**src/rtl/riscv_fetch_unit_pkg.sv**
```systemverilog
// riscv_pkg: constants and the fetch entry type shared by the fetch path.
// No ports; imported by the interface, the FIFO and the fetch unit.
package riscv_pkg;

    localparam int XLEN = 32;
    localparam int ILEN = 32;
    localparam logic [XLEN-1:0] RESET_PC = '0;

    typedef struct packed {
        logic [ILEN-1:0] instr;
        logic [XLEN-1:0] pc;
    } fetch_entry_t;

endpackage

```
**src/rtl/riscv_fetch_unit_if.sv**
```systemverilog
// riscv_fetch_unit_if: instruction-memory and decoder-side handshakes.
// master = fetch unit (drives req/addr and the decoder head),
// slave = environment (memory grant/response and decoder ready).
interface riscv_fetch_unit_if
    import riscv_pkg::*;
#(
    parameter int XLEN = 32
);

    logic            imem_req_o;
    logic [XLEN-1:0] imem_addr_o;
    logic            imem_gnt_i;
    logic            imem_rvalid_i;
    logic [ILEN-1:0] imem_rdata_i;
    logic            instr_valid_o;
    logic [ILEN-1:0] instr_o;
    logic [XLEN-1:0] instr_pc_o;
    logic            instr_ready_i;

    modport master (
        output imem_req_o, imem_addr_o,
        input  imem_gnt_i, imem_rvalid_i, imem_rdata_i,
        output instr_valid_o, instr_o, instr_pc_o,
        input  instr_ready_i
    );

    modport slave (
        input  imem_req_o, imem_addr_o,
        output imem_gnt_i, imem_rvalid_i, imem_rdata_i,
        input  instr_valid_o, instr_o, instr_pc_o,
        output instr_ready_i
    );

endinterface

```
**src/rtl/riscv_fetch_unit_fifo.sv**
```systemverilog
// riscv_sync_fifo: synchronous FIFO with flush, occupancy count and flags.
// Ports: clk, reset, flush, push/wdata, pop/rdata, count, full, empty.
module riscv_sync_fifo
    import riscv_pkg::*;
#(
    parameter int WIDTH = 32,
    parameter int DEPTH = 4
) (
    input  logic                   clk,
    input  logic                   reset,
    input  logic                   flush,
    input  logic                   push,
    input  logic [WIDTH-1:0]       wdata,
    input  logic                   pop,
    output logic [WIDTH-1:0]       rdata,
    output logic [$clog2(DEPTH):0] count,
    output logic                   full,
    output logic                   empty
);

    localparam int AW = $clog2(DEPTH);

    logic [WIDTH-1:0] mem [DEPTH];
    logic [AW-1:0]    wr_ptr;
    logic [AW-1:0]    rd_ptr;
    logic             do_push;
    logic             do_pop;

    assign full    = count == (AW+1)'(DEPTH);
    assign empty   = count == '0;
    assign do_pop  = pop && !empty;
    assign do_push = push && (!full || do_pop);
    // Head is read straight from storage: no input-to-output path.
    assign rdata   = mem[rd_ptr];

    always_ff @(posedge clk or posedge reset) begin
        if (reset) begin
            wr_ptr <= '0;
            rd_ptr <= '0;
            count  <= '0;
            for (int i = 0; i < DEPTH; i++) begin
                mem[i] <= '0;
            end
        end else if (flush) begin
            wr_ptr <= '0;
            rd_ptr <= '0;
            count  <= '0;
        end else begin
            if (do_push) begin
                mem[wr_ptr] <= wdata;
                wr_ptr      <= wr_ptr + 1'b1;
            end
            if (do_pop) begin
                rd_ptr <= rd_ptr + 1'b1;
            end
            count <= count + (AW+1)'(do_push)
                           - (AW+1)'(do_pop);
        end
    end

endmodule

```
**src/rtl/riscv_fetch_unit.sv**
```systemverilog
// riscv_fetch_unit: PC generator, credit-limited imem requests, prefetch FIFO.
// Ports: clk, reset, bus (imem req/gnt/rvalid + decoder head), redirect_i/_pc_i, misaligned_o.
module riscv_fetch_unit
    import riscv_pkg::*;
#(
    parameter int              XLEN       = riscv_pkg::XLEN,
    parameter int              FIFO_DEPTH = 4,
    parameter logic [XLEN-1:0] RESET_PC   = XLEN'(riscv_pkg::RESET_PC)
) (
    input  logic               clk,
    input  logic               reset,
    riscv_fetch_unit_if.master bus,
    input  logic               redirect_i,
    input  logic [XLEN-1:0]    redirect_pc_i,
    output logic               misaligned_o
);

    localparam int CW = $clog2(FIFO_DEPTH) + 1;
    localparam int EW = ILEN + XLEN;

    logic [XLEN-1:0] fetch_pc;
    logic [CW-1:0]   outstanding;
    logic [CW-1:0]   discard;
    logic [CW-1:0]   entry_count;
    logic [CW-1:0]   tag_count;
    logic [CW:0]     credits_used;
    logic            entry_full;
    logic            entry_empty;
    logic            tag_full;
    logic            tag_empty;
    logic [XLEN-1:0] tag_pc;
    logic [EW-1:0]   head;
    logic            grant;
    logic            take;
    logic            pop;

    // In-flight plus buffered words may never exceed the FIFO size,
    // so every accepted response is guaranteed a free slot.
    assign credits_used   = {1'b0, outstanding} + {1'b0, entry_count};
    assign bus.imem_req_o = !reset && !redirect_i
                         && credits_used < (CW+1)'(FIFO_DEPTH);
    assign bus.imem_addr_o = fetch_pc;
    assign grant = bus.imem_req_o && bus.imem_gnt_i;

    // A response is kept only once all pre-redirect words are dropped.
    assign take = bus.imem_rvalid_i && !redirect_i && discard == '0;

    assign bus.instr_valid_o = !entry_empty && !redirect_i;
    assign pop          = bus.instr_valid_o && bus.instr_ready_i;
    assign bus.instr_o    = head[EW-1:XLEN];
    assign bus.instr_pc_o = head[XLEN-1:0];

    riscv_sync_fifo #(
        .WIDTH (XLEN),
        .DEPTH (FIFO_DEPTH)
    ) u_tag_fifo (
        .clk   (clk),
        .reset (reset),
        .flush (redirect_i),
        .push  (grant),
        .wdata (fetch_pc),
        .pop   (take),
        .rdata (tag_pc),
        .count (tag_count),
        .full  (tag_full),
        .empty (tag_empty)
    );

    riscv_sync_fifo #(
        .WIDTH (EW),
        .DEPTH (FIFO_DEPTH)
    ) u_entry_fifo (
        .clk   (clk),
        .reset (reset),
        .flush (redirect_i),
        .push  (take),
        .wdata ({bus.imem_rdata_i, tag_pc}),
        .pop   (pop),
        .rdata (head),
        .count (entry_count),
        .full  (entry_full),
        .empty (entry_empty)
    );

    always_ff @(posedge clk or posedge reset) begin
        if (reset) begin
            fetch_pc     <= RESET_PC;
            outstanding  <= '0;
            discard      <= '0;
            misaligned_o <= 1'b0;
        end else begin
            misaligned_o <= redirect_i && (|redirect_pc_i[1:0]);
            outstanding  <= outstanding + CW'(grant)
                          - CW'(bus.imem_rvalid_i);
            if (redirect_i) begin
                fetch_pc <= {redirect_pc_i[XLEN-1:2], 2'b00};
                // A word returning this cycle is already dropped.
                discard  <= outstanding - CW'(bus.imem_rvalid_i);
            end else begin
                if (grant) begin
                    fetch_pc <= fetch_pc + XLEN'(4);
                end
                if (bus.imem_rvalid_i && discard != '0) begin
                    discard <= discard - 1'b1;
                end
            end
        end
    end

    a_push_full: assert property (
        @(posedge clk) disable iff (reset)
        !(take && entry_full && !pop));

    a_tag_room: assert property (
        @(posedge clk) disable iff (reset)
        !(grant && tag_full));

    a_tag_live: assert property (
        @(posedge clk) disable iff (reset)
        !(take && tag_empty));

    a_tag_count: assert property (
        @(posedge clk) disable iff (reset)
        tag_count <= outstanding);

endmodule

```
**src/flat_wrapper.sv**
```systemverilog
// flat-port wrapper written by rule: the top's interface ports become plain ports
module riscv_fetch_unit_flat import riscv_pkg::*;
#(
    parameter int              XLEN       = riscv_pkg::XLEN,
    parameter int              FIFO_DEPTH = 4,
    parameter logic [XLEN-1:0] RESET_PC   = XLEN'(riscv_pkg::RESET_PC)
)
  (clk, reset, redirect_i, redirect_pc_i, misaligned_o, bus_imem_req_o, bus_imem_addr_o, bus_imem_gnt_i, bus_imem_rvalid_i, bus_imem_rdata_i, bus_instr_valid_o, bus_instr_o, bus_instr_pc_o, bus_instr_ready_i);
  riscv_fetch_unit_if #(.XLEN(XLEN)) bus_i ();
  input  logic clk;
  input  logic reset;
  input  logic redirect_i;
  input  logic [XLEN-1:0] redirect_pc_i;
  output logic misaligned_o;
  output wire logic [$bits(bus_i.imem_req_o)-1:0] bus_imem_req_o;
  output wire logic [$bits(bus_i.imem_addr_o)-1:0] bus_imem_addr_o;
  input wire logic [$bits(bus_i.imem_gnt_i)-1:0] bus_imem_gnt_i;
  input wire logic [$bits(bus_i.imem_rvalid_i)-1:0] bus_imem_rvalid_i;
  input wire logic [$bits(bus_i.imem_rdata_i)-1:0] bus_imem_rdata_i;
  output wire logic [$bits(bus_i.instr_valid_o)-1:0] bus_instr_valid_o;
  output wire logic [$bits(bus_i.instr_o)-1:0] bus_instr_o;
  output wire logic [$bits(bus_i.instr_pc_o)-1:0] bus_instr_pc_o;
  input wire logic [$bits(bus_i.instr_ready_i)-1:0] bus_instr_ready_i;
  assign bus_imem_req_o = bus_i.imem_req_o;
  assign bus_imem_addr_o = bus_i.imem_addr_o;
  assign bus_i.imem_gnt_i = bus_imem_gnt_i;
  assign bus_i.imem_rvalid_i = bus_imem_rvalid_i;
  assign bus_i.imem_rdata_i = bus_imem_rdata_i;
  assign bus_instr_valid_o = bus_i.instr_valid_o;
  assign bus_instr_o = bus_i.instr_o;
  assign bus_instr_pc_o = bus_i.instr_pc_o;
  assign bus_i.instr_ready_i = bus_instr_ready_i;
  riscv_fetch_unit #(.XLEN(XLEN), .FIFO_DEPTH(FIFO_DEPTH), .RESET_PC(RESET_PC)) u_core (.clk(clk), .reset(reset), .bus(bus_i), .redirect_i(redirect_i), .redirect_pc_i(redirect_pc_i), .misaligned_o(misaligned_o));
endmodule
```
**config.mk**
```make
export PLATFORM = sky130hd
export DESIGN_NAME = riscv_fetch_unit_flat
export DESIGN_NICKNAME = d
export VERILOG_FILES = /design/src/rtl/riscv_fetch_unit_pkg.sv /design/src/rtl/riscv_fetch_unit_if.sv /design/src/rtl/riscv_fetch_unit_fifo.sv /design/src/rtl/riscv_fetch_unit.sv /design/src/flat_wrapper.sv
export SDC_FILE = /design/constraint.sdc
export NUM_CORES = 1
export LEC_CHECK = 0
export CAP_MARGIN = 40
export CORE_UTILIZATION = 52
export DETAILED_ROUTE_END_ITERATION = 16
export PLACE_DENSITY = 0.76
export SLEW_MARGIN = 20
export SYNTH_ARGS = -nofsm -noshare
export SYNTH_HDL_FRONTEND = slang
export SYNTH_SLANG_ARGS = --single-unit
```
**constraint.sdc**
```tcl
create_clock -name clk -period 15.45 [get_ports clk]
set_input_delay 3.09 -clock clk [delete_from_list [all_inputs] [get_ports clk]]
set_output_delay 3.09 -clock clk [all_outputs]
set_load 0.05 [all_outputs]
```
=== Word-level counts from Yosys, hierarchy flattened ===
Index checks and enable logic that the tools add are counted.

* Output and inout port bits: 99
* Word-level logic and storage cells: 108
* Input port bits: 70
* Register bits after elaboration: 437

* Bitwise logic cells: 5
* Multiplexer cells: 26
* Reduce and logical (&&, ||, !) cells: 36
* Eq/ne operators: 2
* $add $sub $neg: 14
* Magnitude comparators: 7

{| class="wikitable"
|+ Operators with widths
! operator !! count
|-
| 256-bit bitwise mux || 1
|-
| 64-bit 2-to-1 mux || 3
|-
| 32-bit 2-to-1 mux || 5
|-
| 64-bit binary-select mux with 2-bit select || 1
|-
| 128-bit bitwise mux || 1
|-
| 64-bit demux with 2-bit select || 1
|-
| 32-bit binary-select mux with 2-bit select || 1
|-
| 32-bit demux with 2-bit select || 1
|-
| 32-bit by 3-bit adder with 32-bit output (second input constant) || 1
|-
| 2-bit 2-to-1 mux || 8
|-
| 1-bit logical AND || 15
|-
| 3-bit >= comparator (second input constant) || 4
|-
| 3-bit 2-to-1 mux || 4
|-
| 2-bit NOT with 3-bit output || 4
|-
| 2-bit nonzero test || 6
|-
| 3-bit by 1-bit subtractor with 3-bit output || 4
|-
| 3-bit by 1-bit adder with 3-bit output || 3
|-
| 3-bit zero test || 3
|-
| 2-bit by 1-bit adder with 2-bit output (second input constant) || 4
|-
| 3-bit equality test (second input constant) || 2
|-
| 1-bit zero test || 6
|-
| 3-bit by 1-bit less-than comparator with 1-bit output (second input constant) || 2
|-
| 3-bit by 3-bit adder with 4-bit output || 1
|-
| 4-bit by 3-bit less-than comparator with 1-bit output (second input constant) || 1
|-
| other kinds (6) || 8
|}

=== Depth between registers and ports, before layout ===
Gate-level depths: netlist (run 1).

* Depth after elaboration: 10
* Mapped depth: 12
* Depth with buffers taken out: 12

=== Modules after synthesis ===
Synthesis (run 1) repeated with hierarchy kept, for this count alone.

* Cell total of the unflattened synthesis: 1,308
* Area, all modules: 21,206.6 um^2

{| class="wikitable"
|+ By module, submodules not included
! module !! times used !! sequential area each (um^2) !! area each (um^2) !! cells an instance
|-
| riscv_sync_fifo (u_core.u_entry_fifo) || 1 || 6,581.3 || 12,423.2 || 667
|-
| riscv_sync_fifo (u_core.u_tag_fifo) || 1 || 3,378.2 || 6,371.1 || 361
|-
| riscv_fetch_unit || 1 || 925.9 || 2,412.3 || 280
|}

=== Worst setup path after synthesis (run 1) ===
No wires, ideal clock.

* Path type: input-to-output
* Start: input redirect_i
* End: output bus_instr_valid_o
* Cell stages on the path: 4
* Slack: 8,077 ps
* Buffers on the path: 3
* Arrival: 4,283 ps
* Data required time: 12,360 ps
* Path through: buf_2 -> clkbuf_1 -> clkbuf_1 -> nor2_1

* Word-level cells in the longest chain between the ends: 2

{| class="wikitable"
|+ Ends and longest elaborated chain
! element !! line !! source
|-
| start, declared || flat_wrapper.sv:12 || <nowiki>input logic redirect_i;</nowiki>
|-
| 1-bit zero test || riscv_fetch_unit.sv:48 || <nowiki>assign bus.instr_valid_o = !entry_empty && !redirect_i;</nowiki>
|-
| 1-bit logical AND || riscv_fetch_unit.sv:48 ||
|-
| end, declared || flat_wrapper.sv:20 || <nowiki>output wire logic [$bits(bus_i.instr_valid_o)-1:0] bus_instr_valid_o;</nowiki>
|}

No other way between the ends.

=== Worst setup path after layout (run 1) ===
* Start: input reset
* End: output bus_imem_req_o

* Word-level cells in the longest chain between the ends: 3

{| class="wikitable"
|+ Ends and longest elaborated chain
! element !! line !! source
|-
| start, declared || flat_wrapper.sv:11 || <nowiki>input logic reset;</nowiki>
|-
| 1-bit zero test || riscv_fetch_unit.sv:40 || <nowiki>assign bus.imem_req_o = !reset && !redirect_i</nowiki>
|-
| 1-bit logical AND || riscv_fetch_unit.sv:40 ||
|-
| 1-bit logical AND || riscv_fetch_unit.sv:41 || <nowiki>&& credits_used < (CW+1)'(FIFO_DEPTH);</nowiki>
|-
| end, declared || flat_wrapper.sv:15 || <nowiki>output wire logic [$bits(bus_i.imem_req_o)-1:0] bus_imem_req_o;</nowiki>
|}

No other way between the ends.

==> results.py, run 1 <==
metrics = {
    "floorplanning": {
        "row_count": 70,
        "num_io_pins": 169,
        "die_h_um": 194.7,
        "start_util_pct": 52.76,
        "die_x_um": 194.7,
        "die_area_um2": 37920,
        "core_area_um2": 36610,
    },
    "drt": {
        "drtIter0Drc": 560,
        "vias_per_cell": 5.859,
        "ant_nets": 0,
        "wl_um": 40250,
        "drt-pass1-iter-count": 5,
        "route.detailed.drc": 0,
        "vias": 11220,
        "avgRoutedWirePerCell_um": 21.02,
    },
    "power": {
        "pwr-share-seq_pct": 37.6,
        "power_density_nw_per_um2": 170.6,
        "power_mw": 3.906,
        "pwr-share-clk_pct": 27.8,
        "leakagePower_nw": 10.55,
        "p_comb_share_pct": 34.6,
        "p_switching_mw": 1.327,
        "p_sw_share_pct": 33.98,
        "ir_drop_v": 0.00009939,
        "intPower_mw": 2.579,
    },
    "final_layout": {
        "antenna_cells": 0,
        "final_util_pct": 62.52,
        "n_fill_cell": 2693,
        "layout.cells.non_filler": 1915,
        "areaGrowthSynthToFinish_pct": 18.49,
        "drive_above_1_share_pct": 39.46,
        "finalNetCount": 1508,
    },
    "clocking": {
        "ctsHoldBuffers": 0,
        "clock_path_buffers": 3,
        "clk-insertion-delay-late_ns": 0.53,
        "cts.sinks": 419,
        "cts_resized": 0,
        "cts-buffers-inserted": 44,
        "cts_root_buf": "clkbuf_16",
        "htree_levels": 2,
        "cts_tree": "yes",
        "path_clk_slew_ns": 0.06,
        "cts_setup_buffers": 0,
    },
    "sta": {
        "fmax_ghz": 0.1247,
        "grt_setup_unrepaired": "false",
        "setup-violations-final": 0,
        "period_share_pct": 51.91,
        "final_max_slew_viol_count": 0,
        "period_needed_ns": 8.020,
        "timing.hold.ws_ns": 0.4874,
        "relSlewSlack_pct": 39.29,
        "finalHoldViolCount": 0,
        "fin_tns_setup_ns": 0,
        "fin_skew_ns": 0.01446,
        "tightest_slew_ns": 0.9106,
    },
    "worst_setup_path": {
        "crit_top_cell": "clkdlybuf4s50_1",
        "crit_required_ns": 12.36,
        "cp.arrival_ns": 4.93,
        "crit_chain": "clkdlybuf4s50_1, nor3_1, and3_1, clkdlybuf4s50_1",
        "cpPeakStageDelay_ns": 0.80,
        "criticalPathCategory": "input port to output port",
        "startpoint_type": "input port",
        "cp_slowest_cell": "clkdlybuf4s50_1",
        "cp_max_fo": 2,
        "cp-end-kind": "output port",
    },
    "synthesis": {
        "synth.largest_area_cell": "dfrtp_1",
        "synth_top_area_share_pct": 54.28,
        "syn-instance-count": 1267,
        "synth_area_per_cell_um2": 15.25,
        "synth_warnings": 0,
        "synthFlopType": "dfrtp_1",
        "synth_area_um2": 19320,
        "async_flop_share_pct": 100.0,
        "ys_types": 57,
        "post_synth_main_area_contributors": "dfrtp_1 54%, mux2_2 21%, mux4_2 11%",
        "ys_ff_latch": 419,
        "yosysSeqAreaShare_pct": 54.28,
        "synth_edf_count": 0,
    },
    "worst_hold_path": {
        "hold_class": "flip-flop to flip-flop",
    },
    "global_route": {
        "grtUsageTotal_pct": 22.08,
        "grt_pass1_vias": 12020,
        "antenna_found_initial": 0,
        "grt_overflow_total": 0,
        "grt_max_degree": 166,
        "grt_pass1_wl_um": 66710,
    },
    "placed_design": {
        "hpwl_um": 25170,
        "dp.cells": 1832,
        "port_buffers": 164,
        "gp_congestion": 0.7969,
    },
    "status": {
        "status": "finished clean",
    },
    "flow_run": {
        "cap_violations": 0,
    },
}
cell families (layout without fill, tap and decap cells):
family                   count (synthesis)  in the layout  synth area share (%)
multiplexers                           469            469                 32.65
flip-flops                             419            419                 54.28
AND/OR/NAND/NOR                        168            168                 4.696
buffers and inverters                  112            289                 3.763
AO/OA/AOI/OAI                           61             61                 2.332
adder cells (fa/ha/maj)                 24             24                 1.671
XOR/XNOR                                13             13                0.5895
other                                    1              4               0.01941
registers in the layout, indices dropped and copies added (netlist names):
name / count
u_core.u_tag_fifo.count: 3
u_core.discard: 3
u_core.u_entry_fifo.rd_ptr: 2
u_core.outstanding: 3
u_core.u_tag_fifo.rd_ptr: 2
u_core.bus.imem_addr_o: 30
u_core.u_entry_fifo.mem: 248
u_core.u_entry_fifo.count: 3
u_core.u_entry_fifo.wr_ptr: 2
u_core.u_tag_fifo.mem: 120
u_core.misaligned_o: 1
u_core.u_tag_fifo.wr_ptr: 2
final timing paths:
path	startpoint	endpoint	slack (ns)	cells past startpoint
setup / recovery	reset	bus_imem_req_o	7.43	4
setup reg to reg	u_core.u_entry_fifo.count[2]	u_core.u_tag_fifo.count[2]	12.42	13
hold reg to reg	u_core.u_tag_fifo.mem[16]	u_core.u_tag_fifo.mem[16]	0.49	1
max in group asynchronous	reset	u_core.u_entry_fifo.mem[241]	10.91	3
hold / removal	u_core.u_tag_fifo.mem[16]	u_core.u_tag_fifo.mem[16]	0.49	1
min in group asynchronous	reset	u_core.outstanding[0]	3.13	2
worst max-delay path, delay by kind of cell:
family / cells / cell delay (ns)
buf+inv: 2 / 1.32
simple gates: 2 / 0.51
per-layer routing:
layer	up-vias	track usage, %	part of all wire [%]	routed length (um)
met5	-	0	0	0
met2	297	35.32	48	19300
met4	0	5.862	2.0	785
li1	4972	-	-	-
met1	5898	31.80	46	18380
met3	53	3.245	4.4	1789
layout make-up:
| class | count | area (um2) | share of cell area [%] |
|---|---|---|---|
| Clock inverter | 14 | 185.2 | 0.8091 |
| Multi-Input combinational cell | 739 | 8135 | 35.55 |
| Clock buffer | 65 | 1331 | 5.817 |
| Timing Repair Buffer | 188 | 2067 | 9.031 |
| Tap cell | 468 | 585.6 | 2.558 |
| Inverter | 22 | 90.09 | 0.3936 |
| Sequential cell | 419 | 10490 | 45.85 |
cell usage after synthesis (all sizes together), types with 8 or more instances:
library cell / count
nand4: 15
clkbuf: 28
a21oi: 8
and2: 9
inv: 22
nor3: 12
mux2i: 9
nand3: 18
o211ai: 13
o21ai: 13
mux4: 92
ha: 21
dfrtp: 419
nor2: 31
buf: 62
nand2: 54
xor2: 8
mux2: 368
cell usage in the layout, fill, tap and decap left out, types with 5 or more instances in the layout:
cell type,count
mux2_1,8
nand3b_1,6
xor2_1,8
clkdlybuf4s50_1,163
mux2i_1,9
mux2_2,360
xnor2_1,5
nor2_1,31
ha_1,21
inv_1,21
a21oi_1,7
dfrtp_1,415
clkinv_2,5
o211ai_1,13
nand4_1,13
and2_1,5
o21ai_0,13
nor3_1,12
nand2_1,50
clkbuf_1,7
mux4_2,92
clkbuf_16,45
nand3_1,17
buf_4,10
clkbuf_8,13
buf_16,10
nor2b_1,6
a221o_1,5
per-stage QoR:
stage,area [um2],worst slack (ns)
detailed placement,21280,7.446
floorplan,19330,0.6969
finish,22890,7.430
global route,22890,7.385
global placement,21030,7.509
CTS,22790,7.437
power by group through the flow:
stage,combinational [mW],sequential [mW],clock (mW)
after floorplan,0.976,1.46,0
after CTS,1.33,1.49,1.11
after global routing,1.43,1.50,1.16
after detailed placement,1.33,1.51,0
after global placement,1.30,1.49,0
final,1.35,1.47,1.09
Note: power is estimated with default switching activity, not from simulation.
==> inputs of run 2 (changes only) <==
==> constraint.sdc (replaced) <==
create_clock -name clk -period 6.69 [get_ports clk]
set_input_delay 1.338 -clock clk [delete_from_list [all_inputs] [get_ports clk]]
set_output_delay 1.338 -clock clk [all_outputs]
set_load 0.05 [all_outputs]
==> run 2 against run 1 <==
Clock-buffer cell count decreased by 2. Sequential cell count unchanged. First-iteration DRC count decreased by 25%. Clock skew increased by 0.0027 ns. Clock power increased by 130%. Critical path depth decreased by 1. Setup slack got worse by 5.3 ns. Register-to-register slack got worse by 8.8 ns.
==> results.py, run 2 (same netlist as run 1, synthesis figures left out) <==
metrics = {
    "status": {
        "status": "finished clean",
    },
    "power": {
        "p_comb_share_pct": 33.9,
        "p_switching_mw": 3.071,
        "pwr-share-seq_pct": 37.9,
        "leakagePower_nw": 10.55,
        "p_sw_share_pct": 33.94,
        "pwr-share-clk_pct": 28.2,
        "power_mw": 9.047,
        "power_density_nw_per_um2": 395.7,
        "ir_drop_v": 0.0002143,
        "intPower_mw": 5.976,
    },
    "clocking": {
        "clock_path_buffers": 3,
        "cts_resized": 0,
        "clk-insertion-delay-late_ns": 0.54,
        "htree_levels": 2,
        "cts_setup_buffers": 0,
        "ctsHoldBuffers": 0,
        "cts_root_buf": "clkbuf_16",
        "cts.sinks": 419,
        "cts-buffers-inserted": 44,
        "path_clk_slew_ns": 0.06,
        "cts_tree": "yes",
    },
    "sta": {
        "tightest_slew_ns": 0.8318,
        "relSlewSlack_pct": 44.04,
        "period_needed_ns": 4.553,
        "setup-violations-final": 0,
        "finalHoldViolCount": 0,
        "grt_setup_unrepaired": "false",
        "fmax_ghz": 0.2197,
        "fin_skew_ns": 0.01719,
        "period_share_pct": 68.05,
        "timing.hold.ws_ns": 0.4865,
        "finalWorstSetupSlack_ns": 2.137,
        "final_max_slew_viol_count": 0,
    },
    "floorplanning": {
        "start_util_pct": 52.76,
        "die_h_um": 194.7,
        "row_count": 70,
        "num_io_pins": 169,
        "core_area_um2": 36610,
        "die_area_um2": 37920,
        "die_x_um": 194.7,
    },
    "drt": {
        "wl_um": 40210,
        "drtIter0Drc": 419,
        "ant_nets": 0,
        "avgRoutedWirePerCell_um": 20.98,
        "vias": 11250,
        "route.detailed.drc": 0,
        "vias_per_cell": 5.874,
        "drt-pass1-iter-count": 5,
    },
    "placed_design": {
        "gp_congestion": 0.7969,
        "port_buffers": 164,
        "place_ws_ns": 2.324,
        "hpwl_um": 25090,
        "dp.cells": 1834,
    },
    "worst_setup_path": {
        "cp_max_fo": 27,
        "cp_num_buf_inv": 2,
        "criticalPathCategory": "flip-flop to output port",
        "r2r-start": "u_core.u_entry_fifo.count[2]",
        "crit_required_ns": 5.35,
        "cpPeakStageDelay_ns": 0.81,
        "cp-end-kind": "output port",
        "cp_slowest_cell": "dfrtp_4",
        "startpoint_type": "flip-flop",
        "cp.arrival_ns": 3.21,
        "path_delay_family": "buffers and inverters",
        "worstSetupStartpoint": "u_core.u_entry_fifo.rd_ptr[0]",
        "crit_chain": "buf_4, mux4_2, clkdlybuf4s50_1",
    },
    "global_route": {
        "antenna_found_initial": 0,
        "grt_max_degree": 211,
        "grtUsageTotal_pct": 21.86,
        "grt_pass1_vias": 12000,
        "grt_pass1_wl_um": 65940,
        "grt_overflow_total": 0,
    },
    "final_layout": {
        "regMostFlops": "u_core.u_entry_fifo.mem",
        "areaGrowthSynthToFinish_pct": 18.37,
        "n_fill_cell": 2731,
        "layout.cells.non_filler": 1916,
        "mostFrequentLayoutCells": "415 x dfrtp_1, 360 x mux2_2, 163 x clkdlybuf4s50_1, 92 x mux4_2, 50 x nand2_1",
        "largest_reg_flops": 248,
        "antenna_cells": 0,
        "finalNetCount": 1508,
        "drive_above_1_share_pct": 39.64,
        "mostFrequentLayoutCell": "dfrtp_1",
    },
    "flow_run": {
        "cap_violations": 0,
    },
    "worst_hold_path": {
        "hp-start": "u_core.u_tag_fifo.mem[104]",
        "hold_class": "flip-flop to flip-flop",
    },
}
## run 2: cell types whose count changed in the layout (fill, tap and decap cells not counted), sizes merged
cell      change
bufinv        +1
inv           -3
clkbuf        -2
clkinv        +6
clkinvlp      -1
## run 2: power by group through the flow
stage          Sequential [mW]  Clock (mW)  Combinational, mW
2_1_floorplan             3.37           0               2.25
3_3_place_gp              3.43           0               3.03
3_5_place_dp              3.47           0               3.09
4_1_cts                   3.43        2.61               3.10
5_1_grt                   3.50        2.70               3.25
6_report                  3.42        2.55               3.07
## run 2: layout make-up
cell class              count  area (um2)  share of cell area [%]
flip-flops and latches    419       10490                   45.89
clock buffers              63        1324                   5.790
well taps                 468       585.6                   2.561
multi-input cells         739        8135                   35.58
repair buffers            188        2028                   8.871
clock inverters            17       212.7                  0.9303
inverters                  22       86.33                  0.3776
## run 2: final timing paths
check	end	slack [ns]	depth (start not counted)
worst max-delay path	bus_instr_pc_o[17]	2.14	3
worst min-delay path	u_core.u_tag_fifo.mem[104]	0.49	1
worst max register to register	u_core.u_tag_fifo.count[2]	3.67	13
worst min register to register	u_core.u_tag_fifo.mem[104]	0.49	1
max in group asynchronous	u_core.u_entry_fifo.mem[170]	4.16	4
min in group asynchronous	u_core.discard[0]	1.18	2
## run 2: routing by layer
metal / track usage [%] / vias to the layer above / routed length [um]
li1: - / 4963 / -
met1: 31.12 / 5971 / 18220
met2: 35.11 / 272 / 19550
met3: 3.748 / 48 / 1817
met4: 5.570 / 0 / 624
met5: 0 / - / 0
## run 2: stage by stage
stage | utilization [%] | TNS [ns] | area, um2
after global routing | 62.45 | 0 | 22860
final | 62.45 | 0 | 22860
after CTS | 62.30 | 0 | 22810
after detailed placement | 58.11 | 0 | 21270
after global placement | 57.50 | 0 | 21050
after floorplan | - | -125.50 | 19330
==> inputs of run 3 (changes only) <==
==> constraint.sdc (replaced) <==
create_clock -name clk -period 4.1 [get_ports clk]
set_input_delay 0.82 -clock clk [delete_from_list [all_inputs] [get_ports clk]]
set_output_delay 0.82 -clock clk [all_outputs]
set_load 0.05 [all_outputs]
==> run 3 against run 2 <==
Non-clock buffer count rose by 13. Sequential cell count is the same. Combinational power increased by 66%. Cell count increased by 0.89%. Cell area is 0.55% higher.
==> results.py, run 3 (same netlist as run 1, synthesis figures left out) <==
metrics = {
    "power": {
        "ir_drop_v": 0.0003490,
        "power_mw": 14.91,
        "power_density_nw_per_um2": 648.6,
        "leakagePower_nw": 10.61,
    },
    "drt": {
        "avgRoutedWirePerCell_um": 20.97,
        "vias": 11310,
        "drtIter0Drc": 445,
        "drt-pass1-iter-count": 4,
        "route.detailed.drc": 0,
        "vias_per_cell": 5.850,
        "wl_um": 40540,
        "ant_nets": 0,
    },
    "worst_setup_path": {
        "cpPeakStageDelay_ns": 0.74,
        "cp-end-kind": "output port",
        "startpoint_type": "flip-flop",
        "cp.depth": 3,
        "cp.arrival_ns": 2.84,
        "cp_max_fo": 21,
        "path_delay_family": "buffers and inverters",
        "crit_required_ns": 3.28,
        "cp_slowest_cell": "dfrtp_4",
        "crit_chain": "buf_12, mux4_2, clkdlybuf4s50_1",
        "cp_num_buf_inv": 2,
        "ff2ff_path_depth": 12,
        "criticalPathCategory": "flip-flop to output port",
    },
    "global_route": {
        "grt_overflow_total": 0,
        "grt_pass1_wl_um": 66500,
        "grtUsageTotal_pct": 22.04,
        "antenna_found_initial": 0,
        "grt_max_degree": 96,
        "grt_pass1_vias": 12020,
    },
    "placed_design": {
        "dp.cells": 1847,
        "hpwl_um": 26130,
        "placed_area_um2": 21370,
        "port_buffers": 164,
        "place_ws_ns": 0.6126,
        "gp_congestion": 0.7854,
    },
    "clocking": {
        "cts_tree": "yes",
        "cts_setup_buffers": 0,
        "clock_path_buffers": 3,
        "htree_levels": 2,
        "ctsHoldBuffers": 0,
        "cts.sinks": 419,
        "cts-buffers-inserted": 45,
        "cts_resized": 0,
        "clk-insertion-delay-late_ns": 0.54,
        "path_clk_slew_ns": 0.06,
        "cts_root_buf": "clkbuf_16",
    },
    "final_layout": {
        "final_util_pct": 62.80,
        "mostFrequentLayoutCell": "dfrtp_1",
        "antenna_cells": 0,
        "finalNetCount": 1522,
        "mostFrequentLayoutCells": "415 x dfrtp_1, 360 x mux2_2, 163 x clkdlybuf4s50_1, 92 x mux4_2, 50 x nand2_1",
        "areaGrowthSynthToFinish_pct": 19.02,
        "layout.cells.non_filler": 1933,
        "largest_reg_flops": 248,
        "fin_area_um2": 22990,
        "regMostFlops": "u_core.u_entry_fifo.mem",
        "drive_above_1_share_pct": 40.00,
    },
    "status": {
        "status": "finished clean",
    },
    "floorplanning": {
        "num_io_pins": 169,
        "die_area_um2": 37920,
        "core_area_um2": 36610,
        "die_h_um": 194.7,
        "start_util_pct": 52.76,
        "die_x_um": 194.7,
        "row_count": 70,
    },
    "sta": {
        "fin_skew_ns": 0.01904,
        "period_share_pct": 89.19,
        "fin_tns_setup_ns": 0,
        "fmax_ghz": 0.2735,
        "timing.hold.ws_ns": 0.4863,
        "tightest_slew_ns": 0.8805,
        "period_needed_ns": 3.657,
        "finalHoldViolCount": 0,
        "finalWorstSetupSlack_ns": 0.4430,
        "relSlewSlack_pct": 41.30,
        "final_max_slew_viol_count": 0,
        "setup-violations-final": 0,
        "grt_setup_unrepaired": "false",
    },
    "flow_run": {
        "cap_violations": 0,
    },
    "worst_hold_path": {
        "whs_path_depth": 1,
        "hold_class": "flip-flop to flip-flop",
    },
}
==> run 3: where the power goes <==
group          internal, mW  total [mW]  switching (mW)
registers              4.96        5.58           0.626
logic                  2.29        5.09            2.80
clock network          2.63        4.24            1.61
total                  9.88        14.9            5.03
==> run 3: worst paths after layout <==
| path | from | endpoint | slack (ns) |
|---|---|---|---|
| hold / removal | u_core.u_tag_fifo.mem[40] | u_core.u_tag_fifo.mem[40] | 0.49 |
| max in group asynchronous | reset | u_core.u_entry_fifo.mem[101] | 2.37 |
| min in group asynchronous | reset | u_core.bus.imem_addr_o[4] | 0.70 |
| setup reg to reg | u_core.u_entry_fifo.count[2] | u_core.u_tag_fifo.count[2] | 1.23 |
| hold reg to reg | u_core.u_tag_fifo.mem[40] | u_core.u_tag_fifo.mem[40] | 0.49 |
| setup / recovery | u_core.u_entry_fifo.rd_ptr[0] | bus_instr_pc_o[29] | 0.44 |
==> run 3: area by class of cell <==
class	instances	area [um2]
repair buffers	201	2107
flip-flops and latches	419	10490
clock buffers	69	1379
fillers	2719	13620
multi-input cells	739	8135
well taps	468	585.6
clock inverters	15	203.9
inverters	22	86.33
==> run 3: routing by layer <==
| layer | part of all wire [%] | GRT usage, % | vias up |
|---|---|---|---|
| li1 | - | - | 4993 |
| met1 | 45 | 31.22 | 5942 |
| met2 | 49 | 36.23 | 316 |
| met3 | 4.7 | 3.297 | 58 |
| met4 | 1.5 | 4.987 | 0 |
| met5 | 0 | 0 | - |
